--- config.mk ---
export PLATFORM = sky130hd
export DESIGN_NAME = fetch_unit
export DESIGN_NICKNAME = d
export VERILOG_FILES = /design/src/rtl/fetch_pkg.sv /design/src/rtl/fetch_pc_reg.sv /design/src/rtl/fetch_unit.sv
export SDC_FILE = /design/constraint.sdc
export NUM_CORES = 1
export LEC_CHECK = 0
export ABC_CLOCK_PERIOD_IN_PS = 2950
export CORE_MARGIN = 10
export CORE_UTILIZATION = 40
export CTS_BUF_LIST = sky130_fd_sc_hd__clkbuf_8
export CTS_CLUSTER_DIAMETER = 40
export DETAILED_ROUTE_END_ITERATION = 8
export PLACE_DENSITY_LB_ADDON = 0.1
export SYNTH_ARGS = -nofsm -noshare
export SYNTH_HDL_FRONTEND = slang
export SYNTH_SLANG_ARGS = --single-unit
--- constraint.sdc ---
create_clock -name clk -period 2.95 [get_ports clk]
set_input_delay 0.7375 -clock clk [delete_from_list [all_inputs] [get_ports clk]]
set_output_delay 0.7375 -clock clk [all_outputs]
set_load 0.005 [all_outputs]
--- src/rtl/fetch_pkg.sv ---
// fetch_pkg: opcodes, state encoding and reset constants
// shared by the instruction fetch front end.
package fetch_pkg;

    localparam logic [4:0] OP_HALT = 5'b00000;
    localparam logic [4:0] OP_NOP  = 5'b00001;

    localparam logic [15:0] RESET_INSTR = {OP_NOP, 11'd0};

    typedef enum logic [1:0] {
        ST_FETCH  = 2'd0,
        ST_WAIT   = 2'd1,
        ST_HOLD   = 2'd2,
        ST_HALTED = 2'd3
    } fetch_state_e;

    function automatic logic is_halt(input logic [15:0] instr);
        return instr[15:11] == OP_HALT;
    endfunction

endpackage

--- src/rtl/fetch_pc_reg.sv ---
// fetch_pc_reg: program counter with synchronous reset,
// redirect load and +2 increment (16-bit modulo, always even).
module fetch_pc_reg #(
    parameter logic [15:0] RESET_PC = 16'h0000
) (
    input  logic        clk,
    input  logic        rst,
    input  logic        i_load,
    input  logic [15:0] i_load_pc,
    input  logic        i_inc,
    output logic [15:0] pc,
    output logic [15:0] pc_plus2
);

    logic [15:0] r_pc;

    always_ff @(posedge clk) begin
        if (rst) begin
            r_pc <= RESET_PC;
        end else if (i_load) begin
            r_pc <= {i_load_pc[15:1], 1'b0};
        end else if (i_inc) begin
            r_pc <= pc_plus2;
        end
    end

    assign pc       = r_pc;
    assign pc_plus2 = r_pc + 16'd2;

endmodule

--- src/rtl/fetch_unit.sv ---
// fetch_unit: PC ownership, single-outstanding imem requests,
// decode handoff with stall, redirect squash and HALT stop.
module fetch_unit
    import fetch_pkg::*;
#(
    parameter logic [15:0] RESET_PC = 16'h0000
) (
    input  logic        clk,
    input  logic        rst,
    output logic        imem_req,
    output logic [15:0] imem_addr,
    input  logic        imem_valid,
    input  logic [15:0] imem_rdata,
    output logic        if_valid,
    output logic [15:0] if_instr,
    output logic [15:0] if_pc_plus2,
    input  logic        id_stall,
    input  logic        redirect,
    input  logic [15:0] redirect_pc,
    output logic        halted
);

    fetch_state_e r_state;
    logic         r_req;
    logic         r_squash;
    logic [15:0]  r_instr;
    logic [15:0]  r_pc_plus2;

    logic [15:0]  w_pc;
    logic [15:0]  w_pc_plus2;
    logic         w_take;

    // a response is kept only when unsquashed and not overridden
    assign w_take = !redirect && (r_state == ST_WAIT)
                  && imem_valid && !r_squash;

    fetch_pc_reg #(
        .RESET_PC (RESET_PC)
    ) u_pc (
        .clk       (clk),
        .rst       (rst),
        .i_load    (redirect),
        .i_load_pc (redirect_pc),
        .i_inc     (w_take),
        .pc        (w_pc),
        .pc_plus2  (w_pc_plus2)
    );

    always_ff @(posedge clk) begin
        if (rst) begin
            r_state    <= ST_FETCH;
            r_req      <= 1'b0;
            r_squash   <= 1'b0;
            r_instr    <= RESET_INSTR;
            r_pc_plus2 <= 16'h0000;
        end else if (redirect) begin
            r_state  <= ST_FETCH;
            r_req    <= 1'b1;
            r_squash <= 1'b0;
            // a request is in flight: wait it out and drop it
            if ((r_state == ST_FETCH && r_req) ||
                (r_state == ST_WAIT && !imem_valid)) begin
                r_state  <= ST_WAIT;
                r_req    <= 1'b0;
                r_squash <= 1'b1;
            end
        end else begin
            r_req <= 1'b0;
            unique case (r_state)
                ST_FETCH: begin
                    if (r_req) r_state <= ST_WAIT;
                    else       r_req   <= 1'b1;
                end
                ST_WAIT: begin
                    if (imem_valid && r_squash) begin
                        r_squash <= 1'b0;
                        r_state  <= ST_FETCH;
                        r_req    <= 1'b1;
                    end else if (imem_valid) begin
                        r_instr    <= imem_rdata;
                        r_pc_plus2 <= w_pc_plus2;
                        r_state    <= ST_HOLD;
                    end
                end
                ST_HOLD: begin
                    if (!id_stall && is_halt(r_instr)) begin
                        r_state <= ST_HALTED;
                    end else if (!id_stall) begin
                        r_state <= ST_FETCH;
                        r_req   <= 1'b1;
                    end
                end
                ST_HALTED: ;
                default: r_state <= ST_FETCH;
            endcase
        end
    end

    assign imem_req    = r_req;
    assign imem_addr   = w_pc;
    assign if_valid    = (r_state == ST_HOLD);
    assign if_instr    = r_instr;
    assign if_pc_plus2 = r_pc_plus2;
    assign halted      = (r_state == ST_HALTED);

endmodule

==> qor.csv, run 1 <==
stage;metric;value;unit
timing;worst-margin pin slew;613;ps
cells_and_area;fraction of layout cells with a size suffix above 1;5.93;%
timing;pins over their slew limit;0;
detailed_routing;DRT antenna net count;0;
timing;f_max;440;MHz
cts;clk_lat worst skew;300;ps
cts;clock transition at the registers of the reported paths;90;ps
yosys;Synth area leader;dfxtp_1;
global_routing;number of antenna violations at the first check in global routing;0;
yosys;cells after synthesis;294;
cts;CTS tree;done;
detailed_routing;Pre-antenna DRT Iters;4;
setup_path;CP Max Fanout;17;
yosys;synthesized area;2380;sq um
cts;Hold Buf Count CTS;0;
floorplan;core box area;5850;sq um
yosys;synth warn;0;
worst_hold_path;Hold Crit Class;register to register;
detailed_routing;Routed Wire Length;6.49;mm
yosys;Yosys cell types;43;
global_routing;Global Route Usage Sum;13.5;%
global_routing;largest net degree at the start of global routing;34;
power_and_ir_drop;clock power share;26.7;%
floorplan;num rows;28;
cells_and_area;n_diodes;0;
floorplan;die area;9450;sq um
outcome;status;complete, no violations;
timing;RSZ-0062 raised after global routing;no;
detailed_routing;vias per cell;5.07;
cts;PostCTS Resize Cnt;0;
detailed_routing;Vias;2262;
placed_design;port bufs;84;
yosys;synthesized area per cell;8.11;sq um
cts;Sink Count;50;
yosys;Yosys top cell area share;42.0;%
cts;Post-CTS Setup Bufs;0;
cts;htree depth;2;
timing;Fin. Hold Viols;0;
global_routing;number of global-route vias before repair;2152;
detailed_routing;DR WL/cell;14.5;microns
cells_and_area;final core utilization;57.5;%
timing;clk_skew;4.77;ps
timing;Tmin final;2270;ps
floorplan;die height;97.2;microns
cells_and_area;NumNets Final;413;
yosys;leading post-synthesis cells by cell area;dfxtp_1 (42%), nand2_1 (8.0%), xnor2_1 (7.7%), a211oi_1 (6.3%), a21oi_1 (5.2%);
power_and_ir_drop;maximum vdd ir drop;0.200;mV
setup_path;CP Class;input pin to register;
floorplan;chip width;97.2;microns
placed_design;gp weighted congestion;0.748;
power_and_ir_drop;Sw Share;27.1;%
setup_path;crit path DAT;2480;ps
placed_design;HPWL after DPL;4.87;mm
power_and_ir_drop;Leakage;1.11;nW
power_and_ir_drop;P_sw;385;uW
setup_path;crit path capture type;register;
timing;period utilization;77.1;%
power_and_ir_drop;Int Power;1.04;mW
floorplan;Starting Density;40.8;%
timing;Rel. slew slack;59.2;%
power_and_ir_drop;combinational power share;20.2;%
yosys;flops & latches, synth;50;
cts;clock buffer depth;2;
setup_path;Startpoint Class;input pin;
power_and_ir_drop;PwrDens;422;nW/um^2
run;Max Cap Viol;0;
power_and_ir_drop;Flop pwr share;53.1;%
timing;setup total negative slack;0;ps
power_and_ir_drop;Final Total Pwr;1.42;mW
setup_path;Data required, critical path;3150;ps
floorplan;IO Count;88;
cells_and_area;post-route cell area;3360;sq um
global_routing;first-pass GRT wire length;10.9;mm
cells_and_area;Area Overhead vs Synth;41.0;%
placed_design;DP Area;3280;sq um
cts;Root Driver;clkbuf_8;
detailed_routing;DRC Markers;0;
timing;final setup fails;0;
yosys;post-synthesis sequential area ratio;42.0;%
global_routing;grt ovf;0;
detailed_routing;Starting DRT DRC Count;113;
cts;Num CTS Buffers;5;
-- power groups by stage --
stage               combinational (mW)  sequential, mW  clock [mW]
detailed placement               0.290           0.770           0
global route                     0.321           0.761       0.416
finish                           0.287           0.754       0.379
floorplan                        0.143           0.764           0
global placement                 0.288           0.769           0
CTS                              0.291           0.755       0.395
-- registers in the layout (all words and copies together) (netlist names) --
signal	flops
imem_req	1
if_instr	16
if_pc_plus2	15
r_squash	1
u_pc.pc	15
r_state	2
-- Yosys cell counts --
cell type / count
a211oi_1: 20
a21bo_2: 1
a21boi_0: 1
a21oi_1: 25
a311oi_1: 3
a32oi_1: 1
and3_1: 1
and3b_1: 1
buf_1: 3
buf_2: 1
buf_4: 2
clkbuf_1: 14
clkbuf_2: 2
conb_1: 1
dfxtp_1: 50
ha_1: 5
inv_1: 5
inv_2: 1
mux2_2: 1
nand2_1: 51
nand2b_1: 3
nand3_1: 7
nand3_2: 1
nand3b_1: 2
nand4_1: 4
nand4_4: 1
nand4b_1: 1
nand4bb_1: 1
nor2_1: 33
nor2b_1: 1
nor3_1: 8
nor4_1: 6
o2111a_1: 1
o21ai_0: 3
o21bai_1: 1
o22ai_1: 1
o31a_1: 1
o31ai_1: 2
or3_1: 3
or3_4: 1
or4_1: 1
xnor2_1: 21
xor2_1: 2
-- logic make-up after synthesis --
group,Yosys count,synth area share (%)
AND/OR/NAND/NOR,126,25.0
AO/OA/AOI/OAI,60,16.4
flip-flops,50,42.0
buffers and inverters,28,4.88
XOR/XNOR,23,8.45
adder cells (fa/ha/maj),5,2.62
other,1,0.157
multiplexers,1,0.472
-- critical path, stage by stage --
cell and delay [ps]:
clkdlybuf4s50_1 580, nand3b_1 100, buf_4 220, nor2_4 250, buf_4 280, nor2_1 60
a211oi_1 240
-- path summary, 6_finish.rpt --
| kind | startpoint | to | slack [ps] | depth (start not counted) |
|---|---|---|---|---|
| max | imem_valid | if_pc_plus2[11] | 680 | 7 |
| min | if_instr[0] | if_instr[0] | 460 | 2 |
| max reg2reg | u_pc.pc[1] | u_pc.pc[15] | 840 | 5 |
| min reg2reg | if_instr[0] | if_instr[0] | 460 | 2 |
-- through the flow --
step	hold slack, ps	setup WS [ps]	std cells
after floorplan	453	965	295
after global placement	441	441	439
after detailed placement	448	349	439
after CTS	461	661	446
after global routing	477	550	446
final	457	675	446
-- placed cells by master (no fill, tap or decap), types with 3 or more instances in the layout --
cell type	Yosys	layout
nor4_1	6	6
a311oi_1	3	3
buf_4	2	7
clkdlybuf4s50_1	0	83
nand2b_1	3	3
ha_1	5	5
clkbuf_8	0	5
nand3_1	7	7
nor3_1	8	8
nand4_1	4	4
a21oi_1	25	25
o21ai_0	3	3
or3_1	3	3
nand2_1	51	51
xnor2_1	21	21
nor2_1	33	32
inv_1	5	5
dfxtp_1	50	50
a211oi_1	20	20
-- area by class of cell --
| class | instances | area, sq um |
|---|---|---|
| fill | 555 | 2490 |
| multi-input combinational | 217 | 1280 |
| clock inverter | 2 | 10.0 |
| timing repair buffer | 91 | 888 |
| inverter | 6 | 22.5 |
| clock buffer | 5 | 68.8 |
| tap | 75 | 93.8 |
| sequential | 50 | 1000 |
-- metal layers --
metal	share of wire [%]	vias up	global-route usage, %
met5	0	-	0
met4	1.3	0	4.03
met3	8.1	7	5.62
met2	46	70	20.8
met1	44	1019	16.6
li1	-	1166	-
(Power assumes the default switching activity.)
==> run 2: changes to the inputs <==
ABC_CLOCK_PERIOD_IN_PS = 2100   (was 2950)
clock period = 2.1 ns   (was 2.95 ns; I/O delays follow)
==> qor.csv, run 2 (synthesis results as in run 1) <==
stage;metric;value;unit;change
detailed_routing;vias per cell;4.98;;-1.8%
power_and_ir_drop;PwrDens;584;nW/um^2;+38%
cells_and_area;number of flip-flops under the largest register name;16;;unchanged
timing;Tmin final;2000;ps;
cts;CTS tree;done;;
floorplan;chip width;97.2;microns;unchanged
floorplan;die height;97.2;microns;unchanged
cells_and_area;Area Overhead vs Synth;46.2;%;
detailed_routing;Starting DRT DRC Count;113;;unchanged
cts;Post-CTS Setup Bufs;0;;unchanged
cts;Root Driver;clkbuf_8;;
setup_path;CP max stage delay;510;ps;-70 ps
placed_design;port bufs;84;;unchanged
cts;htree depth;2;;unchanged
cts;clock buffer depth;2;;unchanged
setup_path;WP buf/inv;2;;-1
timing;RSZ-0062 raised after global routing;no;;
placed_design;gp weighted congestion;0.780;;+4.3%
run;Max Cap Viol;0;;unchanged
detailed_routing;DR WL/cell;14.6;microns;+0.47%
power_and_ir_drop;Leakage;1.17;nW;+5.9%
setup_path;crit path DAT;1470;ps;-1010 ps
placed_design;HPWL after DPL;5.04;mm;+3.4%
worst_hold_path;Hold Crit Class;register to register;;
cells_and_area;non-filler cells, final;457;;+2.5%
setup_path;CP delay by family, top;buffers and inverters;;
setup_path;Data required, critical path;1570;ps;-1580 ps
global_routing;Global Route Usage Sum;13.8;%;+0.32 points
setup_path;CP Class;register to primary output;;
cts;Num CTS Buffers;5;;unchanged
cells_and_area;NumNets Final;424;;+2.7%
setup_path;crit path capture type;primary output;;
timing;period utilization;95.1;%;
cts;Sink Count;50;;unchanged
cells_and_area;most frequent cells in the layout;clkdlybuf4s50_1 (83), nand2_1 (51), dfxtp_1 (50);;
cts;clk_lat worst skew;300;ps;about the same
outcome;status;complete, no violations;;
floorplan;IO Count;88;;unchanged
global_routing;first-pass GRT wire length;11.1;mm;+2.0%
detailed_routing;DRC Markers;0;;unchanged
setup_path;crit-path cells;inv_1, ha_2, clkdlybuf4s50_1;;
cells_and_area;n_diodes;0;;unchanged
detailed_routing;Routed Wire Length;6.68;mm;+2.9%
cts;clock transition at the registers of the reported paths;90;ps;about the same
power_and_ir_drop;maximum vdd ir drop;0.298;mV;+49%
placed_design;Inst Count DP;450;;+2.5%
timing;final setup fails;0;;unchanged
detailed_routing;Vias;2277;;+0.66%
setup_path;CP Max Fanout;6;;-11
detailed_routing;Pre-antenna DRT Iters;4;;unchanged
setup_path;CP max-delay cell;clkdlybuf4s50_1;;
detailed_routing;DRT antenna net count;0;;unchanged
timing;clk_skew;8.20;ps;+3.43 ps
global_routing;largest net degree at the start of global routing;28;;-18%
global_routing;grt ovf;0;;unchanged
timing;f_max;501;MHz;
power_and_ir_drop;Final Total Pwr;2.04;mW;+43%
cts;Hold Buf Count CTS;0;;unchanged
floorplan;Starting Density;40.8;%;unchanged
global_routing;number of global-route vias before repair;2165;;+0.60%
floorplan;die area;9450;sq um;unchanged
floorplan;core box area;5850;sq um;unchanged
cells_and_area;commonest non-fill, non-tap cell in the layout;clkdlybuf4s50_1;;
timing;pins over their slew limit;0;;unchanged
timing;Fin. Hold Viols;0;;unchanged
floorplan;num rows;28;;unchanged
global_routing;number of antenna violations at the first check in global routing;0;;unchanged
setup_path;Startpoint Class;register;;
cells_and_area;fraction of layout cells with a size suffix above 1;8.90;%;+3.0 points
-- run 2: changes by cell type in the layout (fill, tap and decap cells not counted), sizes merged --
cell / before / now
buf: 8 / 19
-- run 2: worst paths after layout --
kind | start | slack, ps | end | cells past startpoint
worst max-delay path | r_state[0] | 100 | if_valid | 3
worst min-delay path | if_instr[0] | 460 | if_instr[0] | 2
worst max register to register | u_pc.pc[1] | 260 | u_pc.pc[7] | 6
worst min register to register | if_instr[0] | 460 | if_instr[0] | 2
-- run 2: report_power, final --
group          internal, mW  switching (mW)
Combinational         0.252           0.187
Sequential             1.00          0.0525
Clock                 0.225           0.318
-- run 2: per-stage QoR --
step           util (%)  hold slack (ps)  cell area (sq um)  worst slack [ps]  setup TNS, ps
3_3_place_gp       58.2              441               3400             -14.3          -14.3
4_1_cts            59.5              459               3480              48.4              0
2_1_floorplan         -              453               2390               285              0
6_report           59.6              456               3490               104              0
5_1_grt            59.6              477               3490              19.4              0
3_5_place_dp       58.2              446               3400             -38.1          -41.3
-- run 2: cell type report --
| type | instances | area [sq um] |
|---|---|---|
| tap | 75 | 93.8 |
| clock inverter | 2 | 10.0 |
| clock buffer | 5 | 68.8 |
| fill | 579 | 2360 |
| timing repair buffer | 102 | 1010 |
| multi-input combinational | 217 | 1280 |
| sequential | 50 | 1000 |
| inverter | 6 | 22.5 |
-- run 2: per-layer routing --
layer / GRT usage [%] / vias to the layer above / share of wire (%)
met3: 5.76 / 5 / 8.2
li1: - / 1186 / -
met4: 3.02 / 0 / 0.85
met5: 0 / - / 0
met1: 17.0 / 1022 / 45
met2: 21.8 / 64 / 46
-- run 2: repair_timing --
action | in CTS | in global routing
hold endpoints to repair | 0 | 0
gates resized for setup | 0 | 1
setup endpoints to repair | 0 | 1
-- run 2: tightest hold or removal path: cells and delay by family (launching register included) --
| kind | cells | cell delay [ps] |
|---|---|---|
| DFF | 1 | 320 |
| and+or+nand+nor | 1 | 50 |
| AOI/OAI and AO/OA | 1 | 50 |
==> run 3: changes to the inputs <==
SLEW_MARGIN = 5   (was default)
==> results of run 3 <==
No change in the layout: final DEF, timing and power equal those of run 2.
